## config.mk

```make
export PLATFORM = sky130hd
export DESIGN_NAME = fd_pipe_stage
export DESIGN_NICKNAME = d
export VERILOG_FILES = /design/src/rtl/pipe_pkg.sv /design/src/rtl/skid_buf.sv /design/src/rtl/fd_pipe_stage.sv
export SDC_FILE = /design/constraint.sdc
export NUM_CORES = 1
export LEC_CHECK = 0
export ABC_AREA = 1
export CAP_MARGIN = 20
export CORE_ASPECT_RATIO = 2
export CORE_MARGIN = 2
export CORE_UTILIZATION = 52
export DETAILED_ROUTE_END_ITERATION = 6
export GPL_TIMING_DRIVEN = 0
export PLACE_DENSITY = 0.81
export SLEW_MARGIN = 10
export SYNTH_ARGS = -nofsm -noshare
export SYNTH_HDL_FRONTEND = slang
export SYNTH_SLANG_ARGS = --single-unit
```

## constraint.sdc

```tcl
create_clock -name clk -period 1.5 [get_ports clk]
set_input_delay 0.3 -clock clk [delete_from_list [all_inputs] [get_ports clk]]
set_output_delay 0.3 -clock clk [all_outputs]
set_load 0.01 [all_outputs]
```

## src/rtl/pipe_pkg.sv

```systemverilog
// Shared payload type, constants and helpers for the fetch/decode pipeline registers.
package pipe_pkg;

  localparam int PIPE_XLEN = 32;
  localparam logic [PIPE_XLEN-1:0] NOP_RV32I = 32'h0000_0013;
  localparam logic [31:0] CNT_MAX = 32'hFFFF_FFFF;

  typedef struct packed {
    logic [PIPE_XLEN-1:0] instr;
    logic [PIPE_XLEN-1:0] pc;
    logic [PIPE_XLEN-1:0] inc_pc;
  } fd_payload_t;

  // Payload an empty decode slot presents: addi x0,x0,0 at the restart PC.
  function automatic fd_payload_t fd_nop_payload(
    input logic [PIPE_XLEN-1:0] reset_pc,
    input logic [PIPE_XLEN-1:0] nop = NOP_RV32I
  );
    fd_payload_t p;
    p.instr  = nop;
    p.pc     = reset_pc;
    p.inc_pc = reset_pc;
    return p;
  endfunction

  function automatic logic [31:0] sat_inc(input logic [31:0] value, input logic en);
    return (en && (value != CNT_MAX)) ? value + 32'd1 : value;
  endfunction

endpackage

```

## src/rtl/skid_buf.sv

```systemverilog
// Generic one-entry valid/ready skid buffer with flush; in_ready is a pure flop output.
module skid_buf #(
  parameter type T = logic [31:0],
  parameter T RESET_VAL = '0
) (
  input  logic clk,
  input  logic rst_n,
  input  logic flush,
  input  logic in_valid,
  output logic in_ready,
  input  T     in_data,
  output logic out_valid,
  input  logic out_ready,
  output T     out_data
);

  logic main_valid;
  logic skid_valid;
  T     main_data;
  T     skid_data;
  logic in_fire;

  assign in_fire   = in_valid & in_ready;
  assign in_ready  = ~skid_valid;
  assign out_valid = main_valid;
  assign out_data  = main_data;

  // Skid always drains into main before new input, keeping strict FIFO order.
  always_ff @(posedge clk or negedge rst_n) begin
    if (!rst_n) begin
      main_valid <= 1'b0;
      skid_valid <= 1'b0;
      main_data  <= RESET_VAL;
      skid_data  <= RESET_VAL;
    end else if (flush) begin
      main_valid <= 1'b0;
      skid_valid <= 1'b0;
      main_data  <= RESET_VAL;
    end else begin
      if (out_ready || !main_valid) begin
        if (skid_valid) begin
          main_data  <= skid_data;
          main_valid <= 1'b1;
          skid_valid <= 1'b0;
        end else if (in_fire) begin
          main_data  <= in_data;
          main_valid <= 1'b1;
        end else begin
          main_valid <= 1'b0;
        end
      end
      if (in_fire && main_valid && !out_ready) begin
        skid_data  <= in_data;
        skid_valid <= 1'b1;
      end
    end
  end

endmodule

```

## src/rtl/fd_pipe_stage.sv

```systemverilog
// Elastic fetch-to-decode register: skid-buffered handshake, flush, NOP bubble insertion.
// Define FD_PIPE_PERF_EN to add saturating stall/bubble/flush counters; XLEN must equal PIPE_XLEN.
module fd_pipe_stage
  import pipe_pkg::*;
#(
  parameter int XLEN = PIPE_XLEN,
  parameter logic [XLEN-1:0] NOP_INSTR = NOP_RV32I,
  parameter logic [XLEN-1:0] RESET_PC = '0
) (
  input  logic            clk,
  input  logic            rst_n,
  input  logic            flush,
  input  logic            in_valid,
  output logic            in_ready,
  input  logic [XLEN-1:0] InstrF,
  input  logic [XLEN-1:0] PCF,
  input  logic [XLEN-1:0] inc_PCF,
  output logic            out_valid,
  input  logic            out_ready,
  output logic [XLEN-1:0] InstrD,
  output logic [XLEN-1:0] PCD,
  output logic [XLEN-1:0] inc_PCD
`ifdef FD_PIPE_PERF_EN
  ,
  output logic [31:0]     stall_cnt,
  output logic [31:0]     bubble_cnt,
  output logic [31:0]     flush_cnt
`endif
);

  localparam fd_payload_t RESET_PAYLOAD = fd_nop_payload(RESET_PC, NOP_INSTR);

  fd_payload_t in_payload;
  fd_payload_t out_payload;
  logic        main_valid;

  always_comb begin
    in_payload        = RESET_PAYLOAD;
    in_payload.instr  = InstrF;
    in_payload.pc     = PCF;
    in_payload.inc_pc = inc_PCF;
  end

  skid_buf #(
    .T         (fd_payload_t),
    .RESET_VAL (RESET_PAYLOAD)
  ) u_skid (
    .clk       (clk),
    .rst_n     (rst_n),
    .flush     (flush),
    .in_valid  (in_valid),
    .in_ready  (in_ready),
    .in_data   (in_payload),
    .out_valid (main_valid),
    .out_ready (out_ready),
    .out_data  (out_payload)
  );

  // An empty slot shows a NOP so decode never executes a stale instruction.
  assign out_valid = main_valid;
  assign InstrD    = main_valid ? out_payload.instr : NOP_INSTR;
  assign PCD       = out_payload.pc;
  assign inc_PCD   = out_payload.inc_pc;

`ifdef FD_PIPE_PERF_EN
  always_ff @(posedge clk or negedge rst_n) begin
    if (!rst_n) begin
      stall_cnt  <= '0;
      bubble_cnt <= '0;
      flush_cnt  <= '0;
    end else begin
      stall_cnt  <= sat_inc(stall_cnt, in_valid & ~in_ready);
      bubble_cnt <= sat_inc(bubble_cnt, ~main_valid & out_ready);
      flush_cnt  <= sat_inc(flush_cnt, flush);
    end
  end
`endif

endmodule

```

==> results by group <==
Run status
  • Outcome: complete, but fails checks
  • Failing checks: negative setup slack

Critical path
  • Crit path top cell by count: buf_6
  • Critical Path Fanout Max: 10
  • Crit. End Element: output port
  • Critical R2R Launch: u_skid.out_valid
  • Worst path required time: ~1.2 ns
  • Worst Path Arrival: 1.39 ns
  • Buffer and inverter count on the worst path: 4
  • CP startpoint kind: flop
  • Worst setup path start: u_skid.out_valid
  • Kind of critical path: flop to output port
  • Cell family with most CP delay: buffers and inverters
  • Cells along the critical path: buf_6, clkbuf_16, nand2_1, inv_1, buf_6
  • Slowest stage delay, CP: 0.40 ns
  • CP max stage cell: dfrtp_1

Yosys
  • Sequential share of the synthesized area: 0.506
  • Synth area leaders: dfrtp_1, nand2_1, nand4_1, buf_4, buf_2
  • Cell Area, Synth: 0.00961 mm2
  • Area share of the largest cell type after synthesis: 0.490
  • Seq cells post-synth: 194
  • Yosys warns: 0
  • Syn Nets: 1389
  • Netlist cell types: 18
  • Dominant cell type by area after synthesis: dfrtp_1
  • Cells after synthesis: 1288
  • Syn Area/Cell: about 7.5 um2

CTS
  • Root buf cell: clkbuf_16
  • Clk slew on worst S/H paths: 0.08 ns
  • TritonCTS buffer count: 17
  • CTS tree: done
  • # H-tree levels: 4
  • Clk buf depth: 2
  • Num Clock Sinks: 194
  • Clk Latency, worst-skew pair: 0.44 ns

Die
  • FP Rows: 70
  • I/O Pins: 199
  • Die Y: between 150 and 200 um
  • Die width: around 100 um
  • Initial Util: 0.527
  • Die area: between 0.015 and 0.02 mm2
  • Core area: roughly 0.018 mm2

Timing
  • Max-slew violations: 0
  • Layout Skew: roughly 0.014 ns
  • Final Hold Viols: 0
  • Worst Tran Pin Value: 0.563 ns
  • Worst setup margin: -0.187 ns
  • Post-layout min period: 1.69 ns
  • Final setup violation count: ~190
  • RSZ-0062 raised after global routing: yes
  • Fin Setup TNS: -10.95 ns
  • Max-slew headroom: 0.625
  • Fmax: ~0.6 GHz
  • Final worst-path cycle share: 1.12

Layout
  • Design Area, Final: 0.0132 mm2
  • NumNets Final: roughly 1700
  • Area of the multi-input gates: 0.00380 mm2
  • Total area of sequential cells: roughly 0.0049 mm2
  • # diodes: 0
  • Area grow syn2layout: 37.1%
  • Fill count: 1413
  • Layout cells sized above 1: 0.218

Routing
  • Antenna Nets Post-Route: 0
  • Pre-antenna DRT Iters: 5
  • Via-per-instance ratio: between 5 and 6
  • Initial DRC count: 513
  • Final WL: 28200 um
  • WL per Instance: 15.8 um
  • Total number of vias: 9211
  • DRC viols: 0

Power
  • Internal power: 9950 uW
  • Sequential power share: 0.469
  • PD cells: 1050 mW/mm2
  • VDD IR-drop max: 0.787 mV
  • Combinational Power Share: 0.186
  • Leak: between 0.007 and 0.008 uW
  • Net switching power: 3900 uW
  • Switching share of power: 0.282
  • Power Total: roughly 14000 uW
  • Clk pwr share: 0.344

Global routing
  • Largest net degree at the start of global routing: 101
  • Initial antenna violation count: 0
  • Grt ovf: 0
  • First-pass GRT wire length: between 40000 and 50000 um
  • Tot GR Track Use: 0.288
  • Vias in the first global route: 9253

Placed design
  • Number of port buffers: roughly 200
  • Pre-CTS WS: -0.559 ns
  • Placed cell area: 0.0119 mm2
  • Final HPWL DP: approximately 19000 um
  • GPL Wtd Cong: 0.884

Job
  • MaxCap Viol Count: 0

Min path
  • Min-Delay Path Class: input pin to asynchronous set/reset pin
## cells by family after synthesis
group	share of synthesized area
AO/OA/AOI/OAI	0.000520
buffers and inverters	0.111
flip-flops	0.506
AND/OR/NAND/NOR	0.382
## synthesized netlist by cell type
cell type  instances
nor2_4             2
buf_6              6
nand3_1            6
nand4_1           93
inv_4              1
dfrtp_1          188
clkbuf_1          23
nor2_1             2
nand2_2            3
buf_4             70
buf_1              3
buf_2             47
dfstp_2            6
o21ai_0            1
nand3_2            1
inv_1             35
nand2_1          800
inv_2              1
## cell type report
cell class	instances	share of cell area
flip-flops and latches	194	0.369
multi-input cells	908	0.289
clock inverters	13	0.0132
repair buffers	254	0.172
well taps	216	0.0205
inverters	37	0.0111
plain buffers	146	0.0925
clock buffers	19	0.0329
## flip-flops by register name (all words and copies together) (netlist names)
name / flops
u_skid.out_valid: 1
u_skid.out_data: 96
u_skid.skid_valid: 1
u_skid.skid_data: 96
## repair_timing
action                                 4_1_cts  5_1_grt
gates cloned                                 1        4
hold buffers                                 1        0
pin swaps                                    4        4
setup buffers                               32       17
endpoints found under the hold margin       96        0
gates resized for setup                    378       99
setup endpoints to repair                  210      356
## cells in the final DEF, fill, tap and decap left out, types with 4 or more instances in the layout
cell type          n
buf_12             6
buf_2             46
buf_4            123
buf_6             28
buf_8              7
clkbuf_1           4
clkbuf_16         24
clkbuf_2          41
clkbuf_4           6
clkdlybuf4s15_1   26
clkdlybuf4s15_2    4
clkdlybuf4s50_1   99
dfrtp_1          187
dfstp_2            6
inv_1             28
inv_2              8
inv_6              4
nand2_1          781
nand2_2           13
nand2_4            7
nand3_1            6
nand4_1           93
## power by group through the flow
stage	combinational [uW]	clock, uW	sequential, uW
2_1_floorplan	1320	0	6450
3_3_place_gp	2280	0	6530
3_5_place_dp	2360	0	6550
4_1_cts	2470	4820	6470
5_1_grt	2870	5030	6590
6_report	2580	4770	6500
## through the flow
step	utilization	hold slack, ns	instances
floorplan	-	0.00441	1288
global placement	0.651	0.453	1702
detailed placement	0.653	0.394	1703
CTS	0.712	0.408	1767
global route	0.723	0.437	1787
finish	0.723	0.412	1787
## path summary, 6_finish.rpt
kind | to | slack, ns | cells past startpoint
setup / recovery | InstrD[11] | -0.19 | 5
hold / removal | u_skid.skid_data[55] | 0.41 | 2
setup reg to reg | u_skid.skid_data[57] | -0.10 | 8
hold reg to reg | u_skid.skid_data[64] | 0.47 | 2
max in group asynchronous | u_skid.skid_data[65] | 0.15 | 3
min in group clk | u_skid.skid_data[79] | 0.43 | 3
## routing by layer
metal / wire (um) / vias up / part of all wire / track usage
met3: 1310 / 74 / 0.046 / 0.0449
met1: 10100 / 4355 / 0.36 / 0.308
li1: - / 4464 / - / -
met5: 0 / - / 0 / 0
met2: 15700 / 318 / 0.56 / 0.538
met4: 1120 / 0 / 0.040 / 0.142
## worst register-to-register path, cell delays in order (launching register included)
cell	delay [ns]
dfrtp_1	0.38
buf_6	0.15
buf_4	0.16
nand3_4	0.16
nor2_4	0.21
buf_8	0.16
buf_6	0.15
nand2_1	0.07
nand2_1	0.08
Note: power is estimated with default switching activity, not from simulation.
